File: config.mk
export PLATFORM = sky130hd
export DESIGN_NAME = bram_lut_sched
export DESIGN_NICKNAME = d
export VERILOG_FILES = /design/src/rtl/bram_lut_sched.sv
export SDC_FILE = /design/constraint.sdc
export NUM_CORES = 1
export LEC_CHECK = 0
export ABC_AREA = 1
export BUFFER_PORTS_ARGS = -buffer_cell sky130_fd_sc_hd__buf_2
export CAP_MARGIN = 25
export CORE_MARGIN = 5
export CORE_UTILIZATION = 30
export DETAILED_ROUTE_END_ITERATION = 6
export PLACE_DENSITY_LB_ADDON = 0.05
export SYNTH_ARGS = -nofsm -noshare
export SYNTH_HDL_FRONTEND = slang
export SYNTH_SLANG_ARGS = --single-unit
File: constraint.sdc
create_clock -name clk -period 2.46 [get_ports clk]
set_input_delay 0 -clock clk [delete_from_list [all_inputs] [get_ports clk]]
set_output_delay 0 -clock clk [all_outputs]
set_load 0.005 [all_outputs]
File: src/rtl/bram_lut_sched.sv
// rtl/bram_lut_sched.sv - round-robin scheduler sharing a dual-port BRAM lookup table between four requesters
module bram_lut_sched #(
  parameter int NREQ = 4,
  parameter int LAT  = 2
) (
  input  logic                 clk,
  input  logic                 rst,
  input  logic [NREQ-1:0]      req,
  input  logic [10*NREQ-1:0]   addr,
  output logic [NREQ-1:0]      gnt,
  output logic [NREQ-1:0]      rsp_valid,
  output logic [8*NREQ-1:0]    rsp_data,
  output logic [9:0]           ADDRA,
  output logic [9:0]           ADDRB,
  output logic                 EN,
  output logic                 bram_rst,
  input  logic [7:0]           DOA,
  input  logic [7:0]           DOB,
  output logic                 idle
);

  typedef struct packed {
    logic       va;
    logic [1:0] ida;
    logic       vb;
    logic [1:0] idb;
  } tag_t;

  logic [1:0]       ptr;
  logic [1:0]       idx;
  logic             va, vb;
  logic [1:0]       ida, idb;
  logic             busy;
  tag_t             tag_in;
  tag_t             last;
  tag_t [LAT-1:0]   tags;

  // First two requesters found scanning up from ptr win ports A and B.
  always_comb begin
    gnt   = '0;
    ADDRA = '0;
    ADDRB = '0;
    va    = 1'b0;
    vb    = 1'b0;
    ida   = '0;
    idb   = '0;
    idx   = '0;
    for (int k = 0; k < NREQ; k++) begin
      idx = ptr + 2'(k);
      if (rst && req[idx]) begin
        if (!va) begin
          va  = 1'b1;
          ida = idx;
        end else if (!vb) begin
          vb  = 1'b1;
          idb = idx;
        end
      end
    end
    if (va) begin
      gnt[ida] = 1'b1;
      ADDRA    = addr[10*int'(ida) +: 10];
    end
    if (vb) begin
      gnt[idb] = 1'b1;
      ADDRB    = addr[10*int'(idb) +: 10];
    end
  end

  always_ff @(posedge clk or negedge rst) begin
    if (!rst)    ptr <= '0;
    else if (vb) ptr <= idb + 2'd1;
    else if (va) ptr <= ida + 2'd1;
  end

  assign tag_in = {va, ida, vb, idb};
  assign last   = tags[LAT-1];

  always_comb begin
    busy = 1'b0;
    for (int i = 0; i < LAT; i++) busy = busy | tags[i].va | tags[i].vb;
  end

  assign EN       = rst & ((|req) | busy);
  assign idle     = ~EN;
  assign bram_rst = ~rst;

  // Tags march in step with the BRAM's address and output registers.
  always_ff @(posedge clk or negedge rst) begin
    if (!rst) begin
      tags <= '0;
    end else if (EN) begin
      tags[0] <= tag_in;
      for (int i = 1; i < LAT; i++) tags[i] <= tags[i-1];
    end
  end

  always_ff @(posedge clk or negedge rst) begin
    if (!rst) begin
      rsp_valid <= '0;
      rsp_data  <= '0;
    end else begin
      rsp_valid <= '0;
      if (last.va) begin
        rsp_valid[last.ida]               <= 1'b1;
        rsp_data[8*int'(last.ida) +: 8]   <= DOA;
      end
      if (last.vb) begin
        rsp_valid[last.idb]               <= 1'b1;
        rsp_data[8*int'(last.idb) +: 8]   <= DOB;
      end
    end
  end

endmodule

==> flow_metrics.py <==
metrics = {
    "logic_synthesis": {
        "avgSynthCellArea_um2": 6.67,
        "synth_top_area_share_pct": 32.3,
        "synth.distinct_cells": 31,
        "yosysTopAreaCell": "dfrtp_1",
        "synth-seq-cells": 50,
        "synth-warning-count": 0,
        "synth_area_um2": 3870,
        "yosysSeqAreaShare_pct": 32.3,
        "synth_area_leaders": "dfrtp_1, nand2_1, nand3_1",
        "synth_nets": 658,
        "synth_cells": 581,
    },
    "sta": {
        "drv_slew": 0,
        "worst_slack_ns": -0.104,
        "rsz0062_at_grt": "yes",
        "setup_viol": 20,
        "finalHoldViolations": 0,
        "holdWs_ns": 0.0141,
        "finClkSkew_ns": 0.00531,
        "period_needed_ns": 2.56,
        "relSlewSlack_pct": 57.5,
        "fmax_mhz": 390,
        "period_share_pct": 104,
        "worstMarginPinSlew_ns": 0.637,
    },
    "finish": {
        "mostFrequentLayoutCells": "nand2_1, buf_2, nand3_1",
        "seq_area_um2": 1250,
        "fill_cells": 1367,
        "final_nets": 813,
        "final_layout_size_suffix_gt1_share_pct": 32.7,
        "final_common_cell": "nand2_1",
        "syn_to_final_growth_pct": 38.9,
        "antenna_cells": 0,
        "multi_input_area_um2": 2480,
    },
    "setup_path": {
        "cp_cell_sequence": "inv_4 -> buf_6 -> buf_4 -> ha_1 -> inv_1 -> nand3_1 -> nand3_2 -> nand3_4 -> nand2_4 -> buf_6 -> nor2_4 -> nand2_1 -> nand2_1 -> nor2_2 -> buf_2",
        "cpMaxStageDelayCell": "dfrtp_2",
        "startpoint_type": "flip-flop",
        "cp_slowest_stage_delay_ns": 0.47,
        "crit_start": "ptr[0]",
        "r2r_end": "ptr[1]",
        "worst_ep_arrival_time_ns": 2.56,
        "rr_startpoint": "ptr[0]",
        "critical_path_class": "flip-flop to primary output",
        "critPathMaxFanout": 8,
        "reg2reg_depth": 18,
        "crit_path_end_kind": "primary output",
        "required_ns": 2.46,
        "critPathCapture": "ADDRA[2]",
        "r2r_slack_ns": 0.17,
    },
    "global_routing": {
        "grt_pass1_vias": 4411,
        "overflow": 0,
        "gr-usage-all-layers_pct": 18.3,
        "grt_pass1_wl_um": 22300,
        "antenna_found_initial": 0,
        "grt_start_max_net_pins": 50,
    },
    "clock_network": {
        "h-tree-depth": 2,
        "cts.path.max_buffers": 2,
        "clk_latency_ns": 0.29,
        "clkTransAtPathRegs_ns": 0.07,
        "numClockSinks": 50,
        "cts_tree": "built",
        "cts-buffers-inserted": 5,
        "clockRootBuffer": "clkbuf_16",
    },
    "status": {
        "status": "finished with violations",
        "violations": "setup timing",
    },
    "floorplanning": {
        "core_area_um2": 12600,
        "die_x_um": 124,
        "die_h_um": 124,
        "rows": 41,
        "ios": 125,
        "die_area_um2": 15300,
        "initial_utilization_pct": 30.7,
    },
    "power_and_ir_drop": {
        "total_power_uw": 7100,
        "clock_power_share_pct": 9.9,
        "switching_power_uw": 3570,
        "leakagePower_uw": 0.00291,
        "ir_worst_vdd_v": 0.000681,
        "switching_share_pct": 50.3,
        "power_density_nw_per_um2": 1320,
        "p_seq_share_pct": 18.4,
        "p_int_uw": 3530,
        "p_comb_share_pct": 71.7,
    },
    "place": {
        "gp_congestion": 0.881,
        "place_hpwl_um": 10800,
        "port_buffers": 124,
        "place_ws_ns": 0.0469,
    },
    "drt": {
        "finalWirelength_um": 14200,
        "dr.pass1.iters": 5,
        "drc_errors": 0,
        "num_vias": 4460,
        "via_per_inst": 4.91,
        "drtIter0Drc": 300,
        "postRouteAntennaNets": 0,
        "wl_per_cell_um": 15.6,
    },
    "flow_run": {
        "drv_cap": 0,
    },
    "worst_hold_path": {
        "holdCritPathClass": "input port to flip-flop",
    },
}
-- worst max-delay path, delay by kind of cell, from the launching register on --
kind,cells,cell delay [ns]
adder cells (fa/ha/maj),1,0.27
buffers and inverters,6,0.68
flip-flops,1,0.47
AND/OR/NAND/NOR,8,0.83
-- Yosys cell counts (all sizes together) --
master	n
nand3b	9
nand2	202
nand4	5
nor3	8
nor2	39
inv	62
dfrtp	50
buf	14
ha	15
nand3	74
a21oi	18
o22ai	19
or4	1
clkinv	3
clkbuf	7
nor4	2
o21ai	49
a32oi	4
-- logic make-up (layout without fill, tap and decap cells) --
logic type	Yosys count	in the layout	synth area share, %
fa+ha+maj	15	15	4.84
buf+inv	86	241	9.59
flops	50	50	32.3
simple gates	340	341	40.3
compound gates	90	90	12.9
-- power by group through the flow --
stage	Combinational (uW)	Clock (uW)	Sequential (uW)
detailed placement	4280	0	1310
finish	5090	705	1300
floorplan	2720	0	1280
CTS	4730	725	1300
global route	5660	759	1340
global placement	4300	0	1300
-- through the flow --
step	area [um2]	std cells	utilization, %	TNS (ns)
final	5380	909	42.6	-1.28
after detailed placement	4780	883	37.9	0
after CTS	5150	904	40.8	-0.323
after global placement	4780	883	37.9	0
after floorplan	3870	581	-	0
after global routing	5380	909	42.6	-4.47
-- layout make-up --
type / count / area share (%)
clock inverter: 3 / 0.395
inverter: 65 / 4.95
multi-input combinational: 446 / 46.2
tap: 172 / 4.00
timing repair buffer: 168 / 18.9
sequential: 50 / 23.3
clock buffer: 5 / 2.33
-- metal layers --
metal	routed length, um	share of wire (%)	track usage (%)
met2	7520	53	33.6
met3	756	5.3	2.54
met1	5740	40	22.1
met4	169	1.2	5.54
met5	0	0	0
-- what timing repair did --
item,CTS,global route
setup buffers,10,4
gates cloned,1,1
hold endpoints to repair,2,0
setup endpoints to repair,24,26
hold buffers,2,0
pin swaps,12,17
resized for setup,36,45
-- flip-flops by register name (all words and copies together) (netlist names) --
register	cells
ptr	2
last	6
tags	6
rsp_data	32
rsp_valid	4
-- worst min path at each step --
stage | from | endpoint | slack [ns] | cells past startpoint
after detailed placement | rst | ptr[1] | -0.09 | 1
after CTS | DOB[0] | rsp_data[24] | 0.02 | 3
final | DOB[0] | rsp_data[24] | 0.01 | 3
after global routing | DOB[3] | rsp_data[19] | 0.02 | 3
after global placement | rst | ptr[1] | -0.09 | 1
after floorplan | rst | last[0] | -0.30 | 0
(Power assumes the default switching activity.)
